<file path="config.mk">
export PLATFORM = sky130hd
export DESIGN_NAME = hazard_ctrl
export DESIGN_NICKNAME = d
export VERILOG_FILES = /design/src/rtl/hazard_ctrl.sv
export SDC_FILE = /design/constraint.sdc
export NUM_CORES = 1
export LEC_CHECK = 0
export ABC_AREA = 1
export CAP_MARGIN = 20
export CORE_MARGIN = 2
export CORE_UTILIZATION = 40
export CTS_CLUSTER_SIZE = 25
export DETAILED_ROUTE_END_ITERATION = 6
export GPL_TIMING_DRIVEN = 0
export HOLD_SLACK_MARGIN = 0.15
export PLACE_DENSITY = 0.73
export SYNTH_ARGS = -nofsm -noshare
export SYNTH_HDL_FRONTEND = slang
export SYNTH_SLANG_ARGS = --single-unit
</file>
<file path="constraint.sdc">
create_clock -name clk -period 2.5 [get_ports clk]
set_input_delay 0.25 -clock clk [delete_from_list [all_inputs] [get_ports clk]]
set_output_delay 0.25 -clock clk [all_outputs]
set_load 0.005 [all_outputs]
</file>
<file path="src/rtl/hazard_ctrl.sv">
// Pipeline hazard controller: load-use stalls, taken-branch flushes and
// multi-cycle mul/div occupancy for the IF/ID and ID/EX front end, plus
// saturating stall/flush performance counters.
module hazard_ctrl #(
    parameter int unsigned MULDIV_LATENCY = 4,   // stall cycles after a mul/div issues, 1..255
    parameter int unsigned CNT_W          = 16   // performance counter width
) (
    input  logic             clk,
    input  logic             rst_n,
    input  logic [4:0]       ID_registers_Rs,
    input  logic [4:0]       ID_registers_Rt,
    input  logic             ID_uses_Rt,
    input  logic             ID_branch_taken,
    input  logic             ID_muldiv_start,
    input  logic             EX_MemRead,
    input  logic [4:0]       EX_register_Rt,
    output logic             PC_write,
    output logic             IF_ID_write,
    output logic             IF_ID_flush,
    output logic             ID_EX_flush,
    output logic             muldiv_busy,
    output logic [CNT_W-1:0] stall_cycles,
    output logic [CNT_W-1:0] flush_count
);

    typedef enum logic {
        RUN,
        MULDIV
    } state_t;

    // cnt holds remaining stall cycles minus one, so the counter reloads with LATENCY-1.
    localparam logic [7:0] CNT_INIT = 8'(MULDIV_LATENCY - 1);

    state_t           state_q, state_d;
    logic [7:0]       cnt_q, cnt_d;
    logic [CNT_W-1:0] stall_q, stall_d;
    logic [CNT_W-1:0] flush_q, flush_d;
    logic             load_use;

    // A load in EX whose destination feeds the ID instruction; $zero never conflicts.
    assign load_use = EX_MemRead && (EX_register_Rt != 5'd0) &&
                      ((EX_register_Rt == ID_registers_Rs) ||
                       (ID_uses_Rt && (EX_register_Rt == ID_registers_Rt)));

    // Next-state, counter updates and same-cycle control outputs.
    always_comb begin
        // NOTE: every signal gets a default first so no path leaves one unassigned (no latch).
        state_d     = state_q;
        cnt_d       = cnt_q;
        stall_d     = stall_q;
        flush_d     = flush_q;
        PC_write    = 1'b1;
        IF_ID_write = 1'b1;
        IF_ID_flush = 1'b0;
        ID_EX_flush = 1'b0;
        muldiv_busy = 1'b0;

        if (!rst_n) begin
            // Freeze the front end and squash both pipeline registers while in reset.
            PC_write    = 1'b0;
            IF_ID_write = 1'b0;
            IF_ID_flush = 1'b1;
            ID_EX_flush = 1'b1;
        end else begin
            unique case (state_q)
                RUN: begin
                    if (load_use) begin
                        // Hold PC and IF/ID; any branch or mul/div in ID is retried next cycle.
                        PC_write    = 1'b0;
                        IF_ID_write = 1'b0;
                        ID_EX_flush = 1'b1;
                    end else if (ID_branch_taken) begin
                        IF_ID_flush = 1'b1;
                        if (flush_q != '1) flush_d = flush_q + 1'b1;
                    end else if (ID_muldiv_start) begin
                        state_d = MULDIV;
                        cnt_d   = CNT_INIT;
                    end
                end
                MULDIV: begin
                    muldiv_busy = 1'b1;
                    PC_write    = 1'b0;
                    IF_ID_write = 1'b0;
                    ID_EX_flush = 1'b1;
                    if (cnt_q == 8'd0) state_d = RUN;
                    else               cnt_d   = cnt_q - 8'd1;
                end
                default: state_d = RUN;
            endcase

            if (!PC_write && (stall_q != '1)) stall_d = stall_q + 1'b1;
        end
    end

    // State and counter registers with synchronous active-low reset.
    always_ff @(posedge clk) begin
        // NOTE: sequential state uses non-blocking assignments so all registers update together.
        if (!rst_n) begin
            state_q <= RUN;
            cnt_q   <= 8'd0;
            stall_q <= '0;
            flush_q <= '0;
        end else begin
            state_q <= state_d;
            cnt_q   <= cnt_d;
            stall_q <= stall_d;
            flush_q <= flush_d;
        end
    end

    assign stall_cycles = stall_q;
    assign flush_count  = flush_q;

endmodule

</file>
==> results of run 1 <==
-- layer usage --
metal | part of all wire, % | track usage [%] | wire (um) | up-vias
met3 | 4.4 | 3.21 | 286 | 10
met1 | 50 | 23.9 | 3190 | 1252
li1 | - | - | - | 1440
met5 | 0 | 0 | 0 | -
met4 | 1.4 | 5.92 | 90 | 0
met2 | 45 | 28.8 | 2870 | 72
-- final cells by class --
class                           count  area [um^2]  area share [%]
Clock buffer                        6         72.6            2.12
Sequential cell                    41          821            24.0
Buffer                             12         70.1            2.05
Timing Repair Buffer               60          593            17.4
Inverter                           47          176            5.16
Multi-Input combinational cell    303         1580            46.2
Clock inverter                      2         10.0           0.293
Tap cell                           77         96.3            2.82
-- sequential cells by signal, indices dropped and copies added, names as in the netlist --
register      flops
cnt_q             8
flush_count      16
stall_cycles     16
state_q           1
-- stage by stage --
stage	utilization, %	hold slack [ns]	cell area, um^2
final	53.8	0.504	3420
after CTS	53.2	0.504	3380
after global placement	51.7	0.486	3280
after detailed placement	51.7	0.489	3280
after floorplan	-	0.389	2620
after global routing	53.8	0.522	3420
-- layout by cell type, fill, tap and decap left out, types with 2 or more instances in the layout --
master           netlist  layout
nand2_1              101     100
clkdlybuf4s50_1        0      57
inv_1                 47      47
nand3_1               44      44
nor2_1                44      42
dfxtp_1               41      41
a21oi_1               31      31
nand4_1               20      20
xor2_1                14      14
xnor2_1               13      13
o21ai_0               12      11
nor3_1                 9       9
clkbuf_1               8       7
buf_4                  2       5
clkbuf_8               0       5
ha_1                   4       4
nand2_4                1       2
nand3_2                2       2
buf_6                  2       2
clkinv_2               0       2
-- worst paths after layout --
| path | start | endpoint | slack [ns] | depth (start not counted) |
|---|---|---|---|---|
| max | EX_register_Rt[3] | PC_write | 0.11 | 12 |
| min | stall_cycles[4] | stall_cycles[4] | 0.50 | 2 |
| max reg2reg | flush_count[0] | flush_count[4] | 0.37 | 7 |
| min reg2reg | stall_cycles[4] | stall_cycles[4] | 0.50 | 2 |
-- timing repair --
action	CTS	global route
setup buffers	0	3
pin swaps	1	1
endpoints found under the setup margin	4	4
resized for setup	6	8
-- power groups by stage --
stage               combinational (mW)  clock, mW  sequential [mW]
floorplan                        0.168          0            0.700
global placement                 0.266          0            0.703
detailed placement               0.272          0            0.704
CTS                              0.274      0.446            0.689
global route                     0.315      0.475            0.691
finish                           0.279      0.432            0.689
-- critical path, cell delays in order --
cell and delay [ns]:
clkdlybuf4s50_1 0.50, inv_1 0.08, nand2_1 0.06, nand2_1 0.04, nor2_1 0.11, nand3_1 0.09, nand2_1 0.11, nand2_4 0.11
nand2_8 0.15, nor2_4 0.05, buf_4 0.15, clkdlybuf4s50_1 0.43
-- logic make-up after synthesis --
group                    share of synthesized area (%)
AND/OR/NAND/NOR                                   39.6
AO/OA/AOI/OAI                                     8.52
adder cells (fa/ha/maj)                           1.91
buffers and inverters                             9.52
flip-flops                                        31.4
XOR/XNOR                                          9.04
==> flow_summary.toml, run 1 <==
[place]
dpl.hpwl_um = 4740
place.gp.congestion = 0.889
port_buffers = 57
preCtsSetupSlack_ns = -0.408
dp.cells = 538

[clock_tree]
path_clk_slew_ns = 0.08
ctsLongestPathBuffers = 2
cts_buffers = 5
cts.sinks = 41
clk_latency_ns = 0.30
ctsHoldBuffers = 0
cts_tree = "done"
cts-root-buf = "clkbuf_8"
cts_htree_levels = 2

[synthesis]
synthTopCellsByArea = "dfxtp_1, nand2_1, nand3_1"
syn_area_um2 = 2620
synth.most_common_cell = "nand2_1"
syn_inst = 404
synth_top_area_share_pct = 31.4
yosysWarningCount = 0
synth_commonest_cells = "nand2_1, inv_1, nand3_1, nor2_1, dfxtp_1"
ys.flop_type = "dfxtp_1"
ys_seq_area_share_pct = 31.4
synthDistinctLibCells = 25
async_flop_share_pct = 0
synth_area_per_cell_um2 = 6.47
synth_enable_flop_cells = 0
yosys.area.top_type = "dfxtp_1"
synth.net_count = 429
ys_ff_latch = 41

[die]
die_width_um = 84.9
die_area_um2 = 7200
std_cell_rows = 29
die_h_um = 84.9
start_util_pct = 41.2
core_area_um2 = 6350
io_pins = 58

[sta]
period_needed_ns = 2.39
setup_slack_ns = 0.108
tns_ns = 0
rsz0062_at_grt = "yes"
timing_hold_violations_final = 0
setup_viol_count_final = 0
tightestPinTransition_ns = 0.539
max_freq_mhz = 418
slew_headroom_pct = 64.1
skew_ns = 0.0126
slew_viol_final = 0
finalCritPeriodShare_pct = 95.7

[finish]
antennaDiodeCount = 0
nets = 495
fillers = 628
finalNonFillerCells = 548
drive_gt1_share_pct = 6.16
syn2layout_area_growth_pct = 30.6

[pwr]
power.total_mw = 1.40
power.internal_mw = 0.989
p_comb_share_pct = 19.9
total_leakage_power_nw = 1.36
clkPwrFrac_pct = 30.9
p_sw_share_pct = 29.4
p_per_area_nw_per_um2 = 410
p_sw_mw = 0.411
peakVddDrop_mv = 0.226
p_seq_share_pct = 49.2

[route]
ant_nets = 0
vias = 2774
vias_per_cell = 5.06
wl_per_cell_um = 11.7
drt-pass1-iter-count = 4
wl_um = 6430
drcViolationCount = 0
first_iter_violations = 137

[job]
maxCapViolCount = 0

[global_route]
grt_pass1_wl_um = 10600
grt_overflow = 0
antenna_found_initial = 0
grt.total_usage_pct = 17.7
grt_max_degree = 17
first_global_vias = 2382

[worst_setup_path]
cp_data_arrival_time_ns = 2.14
cp-start-kind = "input port"
crit_type = "input port to output port"
path_max_fanout = 16
required_ns = 2.25
critPathCaptureType = "output port"

[status]
status = "completed"

[min_path]
worstHoldPathType = "flop to flop"
Note: power is estimated with default switching activity, not from simulation.
==> inputs of run 2 (changes only) <==
GPL_TIMING_DRIVEN = default   (was 0)
==> run 2 against run 1 <==
Die area is the same. Via count shrank 1.7%. Cell count shrank 1.6%. Core utilization shrank 0.73 points. Setup slack gained 0.056 ns. Highest routed layer unchanged. Maximum frequency grew 2.4%. Wire length shrank 3.3%. Count of clock-buffer cells in the layout shrank 1. Global-route usage shrank 0.17 points. Hold slack lost 0.0041 ns.
==> flow_summary.toml, run 2 (synthesis gave the netlist of run 1 again) <==
[die]
die_h_um = 84.9
start_util_pct = 41.2
core_area_um2 = 6350
io_pins = 58
die_width_um = 84.9
die_area_um2 = 7200
std_cell_rows = 29

[pwr]
p_sw_mw = 0.420
p_per_area_nw_per_um2 = 447
power.internal_mw = 1.09
peakVddDrop_mv = 0.256
p_seq_share_pct = 45.8
p_sw_share_pct = 27.9
total_leakage_power_nw = 1.33
clkPwrFrac_pct = 36.6
p_comb_share_pct = 17.5

[finish]
antennaDiodeCount = 0
final_common_cell = "nand2_1"
final_util_pct = 53.1
syn2layout_area_growth_pct = 28.9
nets = 486
fillers = 630
drive_gt1_share_pct = 5.19
design_area_um2 = 3370
final_cell_mix = "nand2_1, clkdlybuf4s50_1, inv_1, nor2_1, nand3_1"

[worst_setup_path]
r2r_end = "stall_cycles[1]"
crit_type = "input port to output port"
crit_chain = "clkdlybuf4s50_1 -> inv_1 -> nand4_1 -> o21ai_0 -> inv_1 -> nand2_2 -> buf_4 -> nand2_1 -> nand2_1 -> clkdlybuf4s50_1"
reg2reg_from = "stall_cycles[0]"
critPathSlowestCell = "clkdlybuf4s50_1"
required_ns = 2.25
path_max_fanout = 18
critPathLaunch = "EX_register_Rt[0]"
r2r_cells = 10
cp_data_arrival_time_ns = 2.09
rrSetupSlack_ns = 0.38
critPathCaptureType = "output port"
worst_path_largest_cell_delay_ns = 0.50
cp-start-kind = "input port"

[sta]
finalCritPeriodShare_pct = 93.4
tightestPinTransition_ns = 0.463
slew_headroom_pct = 68.8
whs_ns = 0.499
setup_slack_ns = 0.165
timing_hold_violations_final = 0
rsz0062_at_grt = "no"
skew_ns = 0.0116
period_needed_ns = 2.34
tns_ns = 0
setup_viol_count_final = 0
slew_viol_final = 0
max_freq_mhz = 428

[place]
place_area_um2 = 3250
dpl.hpwl_um = 4530
place.gp.congestion = 0.899
port_buffers = 57
preCtsSetupSlack_ns = 0.123

[route]
m1WireLength_um = 2950
wl_um = 6220
top_layer = "met4"
drcViolationCount = 0
vias = 2728
met3WireLength_um = 203
drt-pass1-iter-count = 4
first_iter_violations = 117
ant_nets = 0
wl_met2_um = 3020
vias_per_cell = 5.06
wl_per_cell_um = 11.5

[clock_tree]
ctsResizeCount = 0
ctsLongestPathBuffers = 2
cts_setup_buffers = 0
cts.sinks = 41
path_clk_slew_ns = 0.08
cts_tree = "done"
clk_latency_ns = 0.30
cts_htree_levels = 2
cts_buffers = 5
cts-root-buf = "clkbuf_8"
ctsHoldBuffers = 0

[global_route]
first_global_vias = 2493
grt_pass1_wl_um = 10700
grt_max_degree = 29
grt.total_usage_pct = 17.6
grt_overflow = 0
antenna_found_initial = 0

[min_path]
hold_depth = 2
worstHoldPathType = "flop to flop"
worstHoldEndpoint = "stall_cycles[4]"
hold_start = "stall_cycles[4]"

[job]
maxCapViolCount = 0

[status]
status = "completed"
run 2: changes by cell type in the layout (fill, tap and decap cells not counted), moves of 2 or more:
| cell | change |
|---|---|
| buf_6 | -2 |
| clkinv_2 | -2 |
| clkbuf_1 | -7 |
| nor2_1 | +2 |
run 2: worst max-delay path by stage:
stage,to,slack (ns)
after floorplan,stall_cycles[3],0.79
after global placement,PC_write,0.19
after detailed placement,PC_write,0.12
after CTS,PC_write,0.13
after global routing,PC_write,0.006
final,IF_ID_flush,0.16
run 2: per-layer routing:
metal / up-vias / GRT usage [%]
met5: - / 0
met4: 0 / 4.04
met3: 5 / 3.02
met2: 47 / 31.4
met1: 1255 / 22.1
li1: 1421 / -
run 2: critical path, delay by kind of cell:
kind	cells	cell delay (ns)
compound gates	1	0.16
buf+inv	5	1.35
simple gates	4	0.33
run 2: power by group through the flow:
stage               combinational [mW]  sequential, mW  clock (mW)
global route                     0.300           0.693       0.582
global placement                 0.255           0.706           0
detailed placement               0.265           0.705           0
floorplan                        0.168           0.700           0
CTS                              0.265           0.690       0.565
finish                           0.264           0.690       0.552
run 2: layout make-up:
cell class / instances / area, um^2 / share of cell area (%)
Inverter: 47 / 176 / 5.24
Sequential cell: 41 / 821 / 24.4
Multi-Input combinational cell: 303 / 1550 / 45.9
Timing Repair Buffer: 63 / 616 / 18.3
Tap cell: 77 / 96.3 / 2.86
Clock inverter: 3 / 46.3 / 1.37
Clock buffer: 5 / 68.8 / 2.04
run 2: metrics by stage:
step	instances	total power, mW
after CTS	539	1.52
after global placement	531	0.961
after global routing	539	1.57
after detailed placement	531	0.970
final	539	1.51
after floorplan	404	0.868
==> inputs of run 3 (changes only) <==
GPL_TIMING_DRIVEN = 0   (was default)
==> results of run 3 <==
No change in the layout: final DEF, timing and power equal those of run 1.
